### config.mk
export PLATFORM = sky130hd
export DESIGN_NAME = serial_addsub_unit
export DESIGN_NICKNAME = d
export VERILOG_FILES = /design/src/rtl/serial_addsub_unit.sv
export SDC_FILE = /design/constraint.sdc
export NUM_CORES = 1
export LEC_CHECK = 0
export ABC_AREA = 1
export BUFFER_PORTS_ARGS = -buffer_cell sky130_fd_sc_hd__buf_2
export CAP_MARGIN = 30
export CORE_MARGIN = 3
export CORE_UTILIZATION = 54
export CTS_CLUSTER_SIZE = 25
export DETAILED_ROUTE_END_ITERATION = 6
export HOLD_SLACK_MARGIN = 0.08
export PLACE_DENSITY = 0.85
export SLEW_MARGIN = 20
export SYNTH_ARGS = -nofsm -noshare
export SYNTH_HDL_FRONTEND = slang
export SYNTH_SLANG_ARGS = --single-unit
### constraint.sdc
create_clock -name clk -period 1.4 [get_ports clk]
set_input_delay 0.14 -clock clk [delete_from_list [all_inputs] [get_ports clk]]
set_output_delay 0.14 -clock clk [all_outputs]
set_load 0.02 [all_outputs]
### src/rtl/serial_addsub_unit.sv
// serial_addsub_unit: bit-serial adder/subtractor, LSB first, one bit per clock.
// Operands are captured at start, then a single full adder plus a carry
// flip-flop walks across WIDTH bits. Result, carry-out and signed overflow
// are registered and held until the next completion.
module serial_addsub_unit #(
  parameter  int WIDTH = 8,
  localparam int CNTW  = $clog2(WIDTH + 1)
) (
  input  logic             clk,
  input  logic             rst,
  input  logic             start,
  input  logic             sub,
  input  logic [WIDTH-1:0] A,
  input  logic [WIDTH-1:0] B,
  output logic             busy,
  output logic             done,
  output logic [WIDTH-1:0] sum,
  output logic             cout,
  output logic             ovf
);

  typedef enum logic {IDLE, SHIFT} state_t;

  // Counter value at which the MSB is being processed.
  localparam logic [CNTW-1:0] LAST_BIT = CNTW'(WIDTH - 1);

  state_t           state_q, state_d;
  logic [WIDTH-1:0] opa_q, opa_d;
  logic [WIDTH-1:0] opb_q, opb_d;
  logic [WIDTH-1:0] acc_q, acc_d;
  logic             carry_q, carry_d;
  logic [CNTW-1:0]  cnt_q, cnt_d;
  logic [WIDTH-1:0] sum_q, sum_d;
  logic             cout_q, cout_d;
  logic             ovf_q, ovf_d;
  logic             done_q, done_d;

  logic             bit_s;
  logic             bit_c;

  // State and datapath registers; reset clears everything, aborting any op.
  always_ff @(posedge clk) begin
    if (rst) begin
      state_q <= IDLE;
      opa_q   <= '0;
      opb_q   <= '0;
      acc_q   <= '0;
      carry_q <= 1'b0;
      cnt_q   <= '0;
      sum_q   <= '0;
      cout_q  <= 1'b0;
      ovf_q   <= 1'b0;
      done_q  <= 1'b0;
    end else begin
      state_q <= state_d;
      opa_q   <= opa_d;
      opb_q   <= opb_d;
      acc_q   <= acc_d;
      carry_q <= carry_d;
      cnt_q   <= cnt_d;
      sum_q   <= sum_d;
      cout_q  <= cout_d;
      ovf_q   <= ovf_d;
      done_q  <= done_d;
    end
  end

  // Next-state logic: operand capture in IDLE, one full-adder step per SHIFT cycle.
  always_comb begin
    state_d = state_q;
    opa_d   = opa_q;
    opb_d   = opb_q;
    acc_d   = acc_q;
    carry_d = carry_q;
    cnt_d   = cnt_q;
    sum_d   = sum_q;
    cout_d  = cout_q;
    ovf_d   = ovf_q;
    done_d  = 1'b0;

    bit_s = opa_q[0] ^ opb_q[0] ^ carry_q;
    bit_c = (opa_q[0] & opb_q[0]) | (opa_q[0] & carry_q) | (opb_q[0] & carry_q);

    case (state_q)
      IDLE: begin
        if (start) begin
          // Subtraction is A + ~B + 1: invert B and seed the carry with 1.
          opa_d   = A;
          opb_d   = sub ? ~B : B;
          carry_d = sub;
          cnt_d   = '0;
          state_d = SHIFT;
        end
      end
      SHIFT: begin
        opa_d   = {1'b0, opa_q[WIDTH-1:1]};
        opb_d   = {1'b0, opb_q[WIDTH-1:1]};
        carry_d = bit_c;
        acc_d   = {bit_s, acc_q[WIDTH-1:1]};
        cnt_d   = cnt_q + CNTW'(1);
        if (cnt_q == LAST_BIT) begin
          // On the MSB step carry_q holds the carry into the MSB, so
          // overflow is that carry XOR the carry leaving the MSB.
          sum_d   = {bit_s, acc_q[WIDTH-1:1]};
          cout_d  = bit_c;
          ovf_d   = carry_q ^ bit_c;
          done_d  = 1'b1;
          state_d = IDLE;
        end
      end
      default: state_d = IDLE;
    endcase
  end

  assign busy = (state_q == SHIFT);
  assign done = done_q;
  assign sum  = sum_q;
  assign cout = cout_q;
  assign ovf  = ovf_q;

endmodule
# After elaboration in Yosys (flattened, before gate mapping)
# Cells that the tools add are included.
[word_totals]
reg_bits = 41
inputBits = 20
[classes]
n_eq_ne = 2
add_sub_neg = 1
reduce_logical = 2
n_bitwise = 10
mux = 13
[op_table]
columns = ["operator", "count"]
rows = [
  ["case mux 8 bit (2 select lines)", 2],
  ["2-to-1 mux 8 bit", 3],
  ["NOT 8 bit", 1],
  ["case mux 4 bit (2 select lines)", 1],
  ["adder 4 x 1 -> 4 bit (second input constant)", 1],
  ["equality test 4 x 3 -> 1 bit (second input constant)", 1],
  ["2-to-1 mux 1 bit", 4],
  ["2-to-1 mux 4 bit", 1],
  ["case mux 1 bit (2 select lines)", 2],
  ["bitwise AND 1 bit", 3],
  ["XOR 1 bit", 3],
  ["!= test 2 bit (second input constant)", 1],
  ["bitwise OR 1 bit", 2],
  ["AND reduction 2 bit", 1],
  ["OR reduction 2 bit", 1],
  ["NOT 1 bit", 1],
]

# Logic depth before layout (Yosys ltp)
# Gate-level depths: netlist of the first run.
[logic_depth]
depth_word = 4
depth_mapped = 7
ltp_nobuf = 6

# Worst setup path before layout of the first run
# No wires, ideal clock.
[synth_path]
path_type = "register to register"
start = "reg state_q, in the netlist busy"
end = "reg cout_q, in the netlist cout"
t_required_ns = 1.287
setup_slack_ns = 0.239
arrival_ns = 1.048
stages_incl_launch_ff = 8
setup_ns = 0.113
path_cell_list = "dfxtp_1 -> buf_6 -> nand2_4 -> inv_1 -> nand3_1 -> buf_4 -> nand3_1 -> nand2_1"
[synth_via]
elab_chain_len = 1
[synth_rtl]
columns = ["item", "line", "text"]
rows = [
  ["start: declaration", "27", "state_t state_q, state_d;"],
  ["start signal: assignment", "55", "state_q <= state_d;"],
  ["AND reduction 2 bit (no source line)", "--", ""],
  ["end signal: assignment", "62", "cout_q <= cout_d;"],
  ["end: declaration", "34", "logic cout_q, cout_d;"],
]
# Every way passes these cells.
# A chain may end at the register's enable or synchronous reset.

# Final worst setup path of the first run
[layout_path]
start = "reg state_q, in the netlist busy"
end = "out busy"
[layout_rtl]
columns = ["item", "line", "text"]
rows = [
  ["end: declaration", "15", "output logic busy,"],
]
# No word-level cell between the ends.

==> tab_implementation.tex, run 1 <==
\begin{tabular}{lr}
\hline
Metric & Value \\
\hline
\multicolumn{2}{l}{\textbf{Critical path}} \\
\quad Required @ worst endpoint & 1260 ps \\
\quad Endpoint kind of the worst setup timing path & primary output \\
\quad Data arrival, critical path & 1100 ps \\
\quad Number of buffers and inverters on the critical path & 2 \\
\quad Launching instance or port of the critical path & busy\$\_SDFF\_PP0\_ \\
\quad CP max stage delay & 420 ps \\
\quad Gate family responsible for the most delay along the worst path & flip-flops \\
\quad Critical path class & reg -> out \\
\quad CP cell instances & buf\_4 -> buf\_2 \\
\quad Launch point of the worst reg-to-reg path & cnt\_q[0]\$\_SDFFE\_PP0P\_ \\
\quad Master of the slowest instance on the critical path & dfxtp\_2 \\
\quad Number of cells on the critical path & 2 \\
\quad Maximum fanout count along the critical path & 8 \\
\quad Startpoint class of the critical path & register \\
\quad R2r worst-path depth & 7 \\
\multicolumn{2}{l}{\textbf{CTS}} \\
\quad Clock Tree Root & clkbuf\_4 \\
\quad Setup repair bufs after CTS & 0 \\
\quad Maximum number of buffers from clock root to sink & 2 \\
\quad Sink Count & 40 \\
\quad CTS tree & yes \\
\quad Clock-pin transition on the worst setup and hold timing paths & 110 ps \\
\quad Deepest level of the CTS H-tree & 2 \\
\quad Clock latency reported for the late side of the worst-skew pair & 350 ps \\
\quad CTS buffer count & 5 \\
\multicolumn{2}{l}{\textbf{Detailed routing}} \\
\quad Detailed router's first-iteration violation count & 94 \\
\quad Detail Route Antenna Nets & 0 \\
\quad Count of vias placed by the detailed router & 1583 \\
\quad Number of DRC violations after detailed routing & 0 \\
\quad Pre-antenna DRT Iters & 4 \\
\quad Final Routed Wirelength & 3390 µm \\
\quad Vias per Instance & 4.68 \\
\quad Routed wirelength normalized by instance count & 10.0 µm \\
\multicolumn{2}{l}{\textbf{Floorplan}} \\
\quad Die Height & 63.2 µm \\
\quad Cell row count & 20 \\
\quad DIE WIDTH & 63.2 µm \\
\quad Die area & 4000 µm² \\
\quad Total core area & 3080 µm² \\
\quad Number of top-level pins & 32 \\
\quad Starting Density & 57.4\% \\
\multicolumn{2}{l}{\textbf{Layout}} \\
\quad Post-route non-filler standard cell count & 338 \\
\quad Ratio of cells with drive above 1 in the final layout & 18.0\% \\
\quad Final net count & 315 \\
\quad Syn-to-layout area delta & 16.4\% \\
\quad Antenna cell count & 0 \\
\multicolumn{2}{l}{\textbf{STA}} \\
\quad Number of max-slew violations in the final report & 0 \\
\quad Unrepaired setup endpoints after global routing & no \\
\quad Sum of negative setup slack & 0 ps \\
\quad Final count of negative-setup-slack endpoints & 0 \\
\quad Post-route clock skew & 5.86 ps \\
\quad Post-route clock period utilization & 88.8\% \\
\quad Count of endpoints failing hold in the final timing report & 0 \\
\quad Fin crit period & 1240 ps \\
\quad Maximum clock rate & 805 MHz \\
\quad Normalized max-slew margin & 82.2\% \\
\quad Least-Margin Pin Slew & 266 ps \\
\multicolumn{2}{l}{\textbf{Pwr}} \\
\quad Reported leakage power & 1.14 nW \\
\quad Power density normalized to cell area & 1080 nW/µm² \\
\quad VDD IR max & 0.657 mV \\
\multicolumn{2}{l}{\textbf{Outcome}} \\
\quad Run status & completed \\
\multicolumn{2}{l}{\textbf{Logic synthesis}} \\
\quad Cell type contributing the most total cell area after synthesis & dfxtp\_1 \\
\quad Share of synthesized registers carrying an async set or reset & 0\% \\
\quad Most common cell in the netlist & nand2\_1 \\
\quad Synthesized cell area & 1770 µm² \\
\quad Synthesized Nets & 280 \\
\quad Top post-synthesis cells by count & 92 x nand2\_1, 40 x dfxtp\_1, 28 x nand3\_1 \\
\quad Count of flip-flops with a built-in enable after synthesis & 0 \\
\quad Number of storage elements in the synthesis netlist & 40 \\
\quad Most used DFF post-synth & dfxtp\_1 \\
\quad Synthesized instance count & 258 \\
\quad Count of unique library cells instantiated by Yosys & 19 \\
\quad Proportion of netlist area held by the largest area contributor & 45.3\% \\
\quad Fraction of the yosys area taken by sequential cells & 45.3\% \\
\quad Leading cell types by total area after synthesis & dfxtp\_1 45\%, nand2\_1 20\%, nand3\_1 7.9\% \\
\quad Mean area per synthesized cell & 6.85 µm² \\
\quad YS warnings & 0 \\
\multicolumn{2}{l}{\textbf{Place}} \\
\quad GPL Wtd Cong & 0.777 \\
\quad HPWL after detailed placement & 2410 µm \\
\quad Count of buffers inserted at the top-level ports & 31 \\
\quad DP Cell Count & 328 \\
\multicolumn{2}{l}{\textbf{Global route}} \\
\quad Remaining Overflow, GRT & 0 \\
\quad Global-route wire length before repair & 5840 µm \\
\quad Via count of the first global-routing pass & 1375 \\
\quad Antenna violations before repair & 0 \\
\quad Total global routing track utilization & 18.1\% \\
\quad Pin count of the biggest net entering global routing & 29 \\
\multicolumn{2}{l}{\textbf{Hold path}} \\
\quad Worst hold start & A[0] \\
\quad Worst Hold Path Cells & 5 \\
\quad Classification of the worst-slack hold path & in -> reg \\
\multicolumn{2}{l}{\textbf{Run}} \\
\quad Max-cap violations & 0 \\
\hline
\end{tabular}
## per-stage QoR
| stage | power [mW] | area (µm²) | worst slack [ps] | utilization (%) | hold WS [ps] |
|---|---|---|---|---|---|
| floorplan | 1.41 | 1770 | 239 | - | 209 |
| global placement | 1.48 | 1960 | 229 | 63.6 | 403 |
| detailed placement | 1.48 | 1960 | 194 | 63.6 | 401 |
| CTS | 2.23 | 2060 | 61.9 | 66.8 | 110 |
| global route | 2.32 | 2060 | 100 | 66.9 | 122 |
| finish | 2.22 | 2060 | 157 | 66.9 | 109 |
## layer usage
metal | part of all wire [%] | global-route usage [%]
met2 | 46 | 28.9
met1 | 46 | 23.5
met3 | 6.8 | 4.99
met4 | 1.1 | 6.47
met5 | 0 | 0
## cell families (layout without fill, tap and decap cells)
group,count (synthesis),count (layout),synth area share (%)
AND/OR/NAND/NOR,144,144,33.5
buffers and inverters,43,79,11.0
flip-flops,40,40,45.3
AO/OA/AOI/OAI,28,28,7.93
adder cells (fa/ha/maj),2,2,1.84
XOR/XNOR,1,1,0.495
## state kept, by name (all words and copies together) (netlist names)
signal / flops
opb_q: 8
done: 1
sum: 8
cnt_q: 4
carry_q: 1
opa_q: 8
acc_q: 7
ovf: 1
cout: 1
busy: 1
## report_power, final
part	switching [mW]	internal (mW)
clock network	0.385	0.372
registers	0.0344	1.19
logic	0.142	0.0974
## area by class of cell
class,count,area [µm²]
Fill cell,285,1020
Sequential cell,40,802
Multi-Input combinational cell,175,773
Timing Repair Buffer,41,235
Inverter,30,113
Tap cell,44,55.1
Clock inverter,3,42.5
Clock buffer,5,37.5
## path summary, 6_finish.rpt
path / endpoint / slack, ps
max reg2reg: sum[7]$_SDFFE_PP0P_ / 190
min: opa_q[0]$_SDFFE_PP0P_ / 110
min reg2reg: sum[0]$_SDFFE_PP0P_ / 460
max: busy / 160
## layout by cell type, fill, tap and decap left out, drive strengths merged
cell type	n
buf	39
nor3	1
inv	29
nor2	21
xor2	1
a21oi	20
ha	1
clkinv	2
clkinvlp	1
nand3	28
dfxtp	40
nand2	94
bufinv	1
clkbuf	5
o21ai	8
fa	1
dlygate4sd3	2
## timing repair
item	4_1_cts	5_1_grt
hold buffers	2	0
endpoints found under the setup margin	0	1
resized for setup	0	1
endpoints found under the hold margin	2	0
## worst min-delay path: stages
cell,delay (ps)
buf_2,80
nand3_1,60
nand3_1,80
nand2_1,40
inv_1,40
Power figures use the tool's default switching activity.
==> inputs of run 2 (changes only) <==
- ABC_AREA: 1 -> default
- HOLD_SLACK_MARGIN: 0.08 -> 0.05
==> run 2 against run 1 <==
Net effect: sequential share of layout area is 2.1 points higher; critical path depth stayed put; maximum frequency is 5.7% lower; flip-flop and latch count stayed put; worst setup slack worse by 76 ps; sequential power hardly changed; synthesized cell count is 37% lower; combinational power is 9.6% higher; cell count is 29% lower; power is 1.5% higher; largest cell class unchanged.
==> tab_implementation.tex, run 2 <==
\begin{tabular}{lr}
\hline
Metric & Value \\
\hline
\multicolumn{2}{l}{\textbf{Outcome}} \\
\quad Run status & completed \\
\multicolumn{2}{l}{\textbf{Global route}} \\
\quad Global-route wire length before repair & 4950 µm (-15\%) \\
\quad Antenna violations before repair & 0 (unchanged) \\
\quad Via count of the first global-routing pass & 1191 (-13\%) \\
\quad Remaining Overflow, GRT & 0 (unchanged) \\
\quad Pin count of the biggest net entering global routing & 25 (-14\%) \\
\quad Total global routing track utilization & 17.9\% (-0.20 points) \\
\multicolumn{2}{l}{\textbf{Floorplan}} \\
\quad Cell row count & 19 (-5.0\%) \\
\quad Die Height & 61.9 µm (-2.1\%) \\
\quad Number of top-level pins & 32 (unchanged) \\
\quad Starting Density & 58.6\% (+1.2 points) \\
\quad DIE WIDTH & 61.9 µm (-2.1\%) \\
\quad Total core area & 2880 µm² (-6.5\%) \\
\quad Die area & 3830 µm² (-4.2\%) \\
\multicolumn{2}{l}{\textbf{STA}} \\
\quad Normalized max-slew margin & 79.0\% (-3.3 points) \\
\quad Worst setup slack after layout & 81.6 ps (-75.7 ps) \\
\quad Sum of negative setup slack & 0 ps (unchanged) \\
\quad Final count of negative-setup-slack endpoints & 0 (unchanged) \\
\quad Least-Margin Pin Slew & 316 ps (+49.3 ps) \\
\quad Unrepaired setup endpoints after global routing & no \\
\quad Post-route clock period utilization & 94.2\% (+5.4 points) \\
\quad Fin crit period & 1320 ps (+75.7 ps) \\
\quad Maximum clock rate & 758 MHz (-5.7\%) \\
\quad Number of max-slew violations in the final report & 0 (unchanged) \\
\quad Count of endpoints failing hold in the final timing report & 0 (unchanged) \\
\quad Post-route clock skew & 8.48 ps (+2.63 ps) \\
\multicolumn{2}{l}{\textbf{Logic synthesis}} \\
\quad Fraction of the yosys area taken by sequential cells & 47.5\% (+2.2 points) \\
\quad YS warnings & 0 (unchanged) \\
\quad Synthesized Nets & 185 (-34\%) \\
\quad Top post-synthesis cells by count & 40 x dfxtp\_1, 28 x nor2\_1, 17 x mux2i\_1 \\
\quad Mean area per synthesized cell & 10.3 µm² (+51\%) \\
\quad Proportion of netlist area held by the largest area contributor & 47.5\% (+2.2 points) \\
\quad Synthesized instance count & 163 (-37\%) \\
\quad Cell type contributing the most total cell area after synthesis & dfxtp\_1 \\
\quad Number of storage elements in the synthesis netlist & 40 (unchanged) \\
\quad Synthesized cell area & 1690 µm² (-4.6\%) \\
\quad Count of unique library cells instantiated by Yosys & 28 (+9) \\
\quad Count of flip-flops with a built-in enable after synthesis & 0 (unchanged) \\
\quad Leading cell types by total area after synthesis & dfxtp\_1 47\%, mux2i\_1 10\%, nor2\_1 6.2\% \\
\quad Share of synthesized registers carrying an async set or reset & 0\% (unchanged) \\
\quad Most used DFF post-synth & dfxtp\_1 \\
\quad Most common cell in the netlist & dfxtp\_1 \\
\multicolumn{2}{l}{\textbf{Critical path}} \\
\quad Critical path class & reg -> out \\
\quad Startpoint class of the critical path & register \\
\quad Required @ worst endpoint & 1260 ps (about the same) \\
\quad Endpoint kind of the worst setup timing path & primary output \\
\quad Data arrival, critical path & 1180 ps (+80 ps) \\
\quad Maximum fanout count along the critical path & 17 (+9) \\
\multicolumn{2}{l}{\textbf{Layout}} \\
\quad Antenna cell count & 0 (unchanged) \\
\quad Ratio of cells with drive above 1 in the final layout & 28.9\% (+11 points) \\
\quad Syn-to-layout area delta & 15.7\% \\
\quad Final net count & 218 (-31\%) \\
\quad Top library cells by usage in the layout, fill and taps aside & 39 x dfxtp\_1, 31 x buf\_2, 28 x nor2\_1 \\
\quad Area occupied by multi-input gates & 790 µm² (+2.1\%) \\
\quad Most frequent standard cell in the layout excluding fill and tap cells & dfxtp\_1 \\
\quad Number of fill cells in the layout & 218 (-24\%) \\
\quad Seq. cell area & 802 µm² (unchanged) \\
\multicolumn{2}{l}{\textbf{Detailed routing}} \\
\quad Count of vias placed by the detailed router & 1264 (-20\%) \\
\quad Number of DRC violations after detailed routing & 0 (unchanged) \\
\quad Detail Route Antenna Nets & 0 (unchanged) \\
\quad Final Routed Wirelength & 3010 µm (-11\%) \\
\quad Detailed router's first-iteration violation count & 20 (-79\%) \\
\quad Routed wirelength normalized by instance count & 12.6 µm (+26\%) \\
\quad Pre-antenna DRT Iters & 4 (unchanged) \\
\quad Vias per Instance & 5.29 (+13\%) \\
\multicolumn{2}{l}{\textbf{Pwr}} \\
\quad Reported leakage power & 0.857 nW (-25\%) \\
\quad VDD IR max & 1.22 mV (+86\%) \\
\quad Power density normalized to cell area & 1160 nW/µm² (+7.1\%) \\
\multicolumn{2}{l}{\textbf{CTS}} \\
\quad CTS buffer count & 5 (unchanged) \\
\quad Maximum number of buffers from clock root to sink & 2 (unchanged) \\
\quad CTS tree & yes \\
\quad Clock Tree Root & clkbuf\_4 \\
\quad Setup repair bufs after CTS & 0 (unchanged) \\
\quad Clock-pin transition on the worst setup and hold timing paths & 130 ps (+20 ps) \\
\quad Clock latency reported for the late side of the worst-skew pair & 350 ps (about the same) \\
\quad Deepest level of the CTS H-tree & 2 (unchanged) \\
\quad Sink Count & 40 (unchanged) \\
\multicolumn{2}{l}{\textbf{Place}} \\
\quad HPWL after detailed placement & 2140 µm (-11\%) \\
\quad Post-placement setup slack & 87.6 ps (-106 ps) \\
\quad Count of buffers inserted at the top-level ports & 31 (unchanged) \\
\quad GPL Wtd Cong & 0.735 (-5.4\%) \\
\multicolumn{2}{l}{\textbf{Run}} \\
\quad Max-cap violations & 0 (unchanged) \\
\multicolumn{2}{l}{\textbf{Hold path}} \\
\quad Classification of the worst-slack hold path & in -> reg \\
\hline
\end{tabular}
run 2: stage by stage:
| stage | instances | util, % | power [mW] | hold WS [ps] | area, µm² |
|---|---|---|---|---|---|
| 2_1_floorplan | 163 | - | 1.43 | 335 | 1690 |
| 3_3_place_gp | 231 | 64.7 | 1.48 | 435 | 1860 |
| 3_5_place_dp | 231 | 64.7 | 1.50 | 453 | 1860 |
| 4_1_cts | 239 | 67.8 | 2.28 | 73.6 | 1950 |
| 5_1_grt | 239 | 67.8 | 2.36 | 94.0 | 1950 |
| 6_report | 239 | 67.8 | 2.25 | 94.7 | 1950 |
run 2: repair_timing:
item / 4_1_cts / 5_1_grt
setup endpoints to repair: 1 / 6
hold buffers: 0 / 0
endpoints found under the hold margin: 0 / 0
gates resized for setup: 1 / 1
run 2: worst max-delay path: stages, from the launching register on:
cell,delay (ps)
dfxtp_1,390
buf_6,230
buf_2,200
run 2: cell type report:
type | instances | area share [%]
clock buffers | 5 | 1.92
clock inverters | 3 | 2.37
multi-input cells | 109 | 40.5
inverters | 1 | 0.192
well taps | 42 | 2.69
repair buffers | 39 | 11.2
flip-flops and latches | 40 | 41.1
run 2: metal layers:
| metal | vias up | global-route usage [%] | routed length [µm] |
|---|---|---|---|
| met2 | 28 | 31.5 | 1550 |
| met1 | 599 | 19.6 | 1250 |
| li1 | 632 | - | - |
| met5 | - | 0 | 0 |
| met3 | 5 | 6.40 | 171 |
| met4 | 0 | 6.97 | 43 |
run 2: cell families after synthesis:
family                     Yosys count  share of synthesized area [%]
and+or+nand+nor                     43                           11.1
DFF                                 40                           47.5
AOI/OAI and AO/OA                   30                           13.6
muxes                               25                           15.4
buffers and inverters               14                           5.71
xor gates and xnor gates             9                           4.67
adders and majority gates            2                           1.93
run 2: worst paths after layout:
check,start,endpoint,slack [ps],depth (start not counted)
setup / recovery,busy$_SDFF_PP0_,busy,80,2
hold / removal,A[7],opa_q[7]$_SDFFE_PP0P_,90,3
setup reg to reg,opa_q[0]$_SDFFE_PP0P_,ovf$_SDFFE_PP0P_,110,3
hold reg to reg,opb_q[4]$_SDFFE_PP0P_,opb_q[3]$_SDFFE_PP0P_,470,2
run 2: power by group:
| part | switching [mW] | leakage (nW) | total, mW | internal (mW) |
|---|---|---|---|---|
| logic | 0.130 | 0.489 | 0.262 | 0.132 |
| clock network | 0.402 | 0.0418 | 0.783 | 0.381 |
| registers | 0.0256 | 0.326 | 1.21 | 1.18 |
==> inputs of run 3 (changes only) <==
- ABC_AREA: default -> 1
- MAX_ROUTING_LAYER: default -> met4
==> run 3 against run 2 <==
Net effect: worst setup slack gained 77 ps; non-clock buffer count is 1 higher; maximum frequency increased by 6.2%.
==> tab_implementation.tex, run 3 (synthesized netlist as in run 1, its figures left out) <==
\begin{tabular}{lr}
\hline
Metric & Value \\
\hline
\multicolumn{2}{l}{\textbf{Outcome}} \\
\quad Run status & completed \\
\multicolumn{2}{l}{\textbf{Critical path}} \\
\quad Master of the slowest instance on the critical path & dfxtp\_2 \\
\quad CP cell instances & buf\_4 -> buf\_2 \\
\quad Critical path class & reg -> out \\
\quad Maximum fanout count along the critical path & 8 (-9) \\
\quad Required @ worst endpoint & 1260 ps (about the same) \\
\quad Startpoint class of the critical path & register \\
\quad Data arrival, critical path & 1100 ps (-80 ps) \\
\quad Endpoint kind of the worst setup timing path & primary output \\
\quad CP max stage delay & 420 ps (+30 ps) \\
\multicolumn{2}{l}{\textbf{Layout}} \\
\quad Ratio of cells with drive above 1 in the final layout & 18.1\% (-11 points) \\
\quad Most frequent standard cell in the layout excluding fill and tap cells & nand2\_1 \\
\quad Top library cells by usage in the layout, fill and taps aside & 92 x nand2\_1, 39 x dfxtp\_1, 31 x buf\_2 \\
\quad Syn-to-layout area delta & 15.9\% \\
\quad Final net count & 314 (+44\%) \\
\quad Final core utilization & 66.5\% (-1.3 points) \\
\quad Antenna cell count & 0 (unchanged) \\
\quad Post-route cell area & 2050 µm² (+5.0\%) \\
\multicolumn{2}{l}{\textbf{Place}} \\
\quad GPL Wtd Cong & 0.788 (+7.1\%) \\
\quad Instance area after placement & 1960 µm² (+5.1\%) \\
\quad HPWL after detailed placement & 2410 µm (+13\%) \\
\quad Count of buffers inserted at the top-level ports & 31 (unchanged) \\
\multicolumn{2}{l}{\textbf{Floorplan}} \\
\quad Total core area & 3080 µm² (+7.0\%) \\
\quad Number of top-level pins & 32 (unchanged) \\
\quad Starting Density & 57.4\% (-1.2 points) \\
\quad Die area & 4000 µm² (+4.4\%) \\
\quad Die Height & 63.2 µm (+2.2\%) \\
\quad Cell row count & 20 (+1) \\
\quad DIE WIDTH & 63.2 µm (+2.2\%) \\
\multicolumn{2}{l}{\textbf{STA}} \\
\quad Maximum clock rate & 806 MHz (+6.2\%) \\
\quad Worst Hold Margin & 78.4 ps (-16.3 ps) \\
\quad Post-route clock skew & 6.27 ps (-2.22 ps) \\
\quad Normalized max-slew margin & 82.3\% (+3.3 points) \\
\quad Fin crit period & 1240 ps (-77.5 ps) \\
\quad Final count of negative-setup-slack endpoints & 0 (unchanged) \\
\quad Unrepaired setup endpoints after global routing & no \\
\quad Number of max-slew violations in the final report & 0 (unchanged) \\
\quad Count of endpoints failing hold in the final timing report & 0 (unchanged) \\
\quad Least-Margin Pin Slew & 265 ps (-50.6 ps) \\
\quad Sum of negative setup slack & 0 ps (unchanged) \\
\quad Post-route clock period utilization & 88.6\% (-5.5 points) \\
\multicolumn{2}{l}{\textbf{Pwr}} \\
\quad Reported leakage power & 1.13 nW (+32\%) \\
\quad Total power consumption of the routed design & 2.21 mW (-1.7\%) \\
\quad VDD IR max & 0.655 mV (-46\%) \\
\quad Power density normalized to cell area & 1080 nW/µm² (-6.4\%) \\
\multicolumn{2}{l}{\textbf{CTS}} \\
\quad CTS tree & yes \\
\quad Clock Tree Root & clkbuf\_4 \\
\quad Deepest level of the CTS H-tree & 2 (unchanged) \\
\quad Sink Count & 40 (unchanged) \\
\quad Clock latency reported for the late side of the worst-skew pair & 350 ps (about the same) \\
\quad CTS buffer count & 5 (unchanged) \\
\quad Maximum number of buffers from clock root to sink & 2 (unchanged) \\
\quad Clock-pin transition on the worst setup and hold timing paths & 120 ps (about the same) \\
\multicolumn{2}{l}{\textbf{Detailed routing}} \\
\quad Pre-antenna DRT Iters & 4 (unchanged) \\
\quad Detail Route Antenna Nets & 0 (unchanged) \\
\quad Final Routed Wirelength & 3380 µm (+12\%) \\
\quad Detailed router's first-iteration violation count & 104 (+420\%) \\
\quad Count of vias placed by the detailed router & 1575 (+25\%) \\
\quad Number of DRC violations after detailed routing & 0 (unchanged) \\
\quad Routed wirelength normalized by instance count & 10.0 µm (-20\%) \\
\quad Vias per Instance & 4.67 (-12\%) \\
\multicolumn{2}{l}{\textbf{Run}} \\
\quad Max-cap violations & 0 (unchanged) \\
\multicolumn{2}{l}{\textbf{Global route}} \\
\quad Remaining Overflow, GRT & 0 (unchanged) \\
\quad Via count of the first global-routing pass & 1372 (+15\%) \\
\quad Global-route wire length before repair & 5820 µm (+18\%) \\
\quad Total global routing track utilization & 18.5\% (+0.63 points) \\
\quad Antenna violations before repair & 0 (unchanged) \\
\quad Pin count of the biggest net entering global routing & 29 (+16\%) \\
\multicolumn{2}{l}{\textbf{Hold path}} \\
\quad Classification of the worst-slack hold path & in -> reg \\
\hline
\end{tabular}
==> run 3: changes by cell type in the layout (fill, tap and decap cells not counted), sizes merged, moves of 10 or more <==
cell | before | now
nand3 | 0 | 28
nand2 | 7 | 94
mux2i | 17 | 0
a21oi | 10 | 20
inv | 2 | 29
a22o | 10 | 0
==> run 3: timing repair <==
action / CTS / global route
hold buffers: 1 / 0
hold endpoints to repair: 1 / 0
setup endpoints to repair: 0 / 1
setup buffers: 0 / 0
resized for setup: 0 / 1
==> run 3: power breakdown <==
| group | switching, mW | internal, mW |
|---|---|---|
| combinational | 0.142 | 0.0956 |
| clock | 0.383 | 0.372 |
| sequential | 0.0344 | 1.19 |
| total | 0.559 | 1.66 |
==> run 3: critical path, delay by kind of cell, from the launching register on <==
family,cells,cell delay (ps)
flops,1,420
buf+inv,2,330
==> run 3: final timing paths <==
path                          from               endpoint  slack [ps]  depth (start not counted)
min                           B[7]  opb_q[7]$_SDFFE_PP0P_          80                          4
min reg2reg  acc_q[1]$_SDFFE_PP0P_    sum[0]$_SDFFE_PP0P_         460                          2
max                busy$_SDFF_PP0_                   busy         160                          2
max reg2reg  cnt_q[0]$_SDFFE_PP0P_    sum[7]$_SDFFE_PP0P_         200                          7
==> run 3: final cells by class <==
class / instances / area [µm²]
flip-flops and latches: 40 / 802
multi-input cells: 175 / 773
repair buffers: 40 / 225
clock buffers: 5 / 37.5
well taps: 44 / 55.1
fillers: 289 / 1030
clock inverters: 3 / 42.5
inverters: 30 / 113
==> run 3: routing by layer <==
metal  wire length, µm  track usage (%)  up-vias  part of all wire, %
li1                  -                -      860                    -
met1              1570             23.6      666                   47
met2              1550             28.9       44                   46
met3               215             4.46        5                  6.4
met4                38             6.47        0                  1.1
met5                 0                -        -                    0
==> run 3: metrics by stage <==
| stage | instances | worst slack (ps) |
|---|---|---|
| after floorplan | 258 | 239 |
| after global placement | 328 | 229 |
| after detailed placement | 328 | 194 |
| after CTS | 337 | 61.9 |
| after global routing | 337 | 100 |
| final | 337 | 159 |
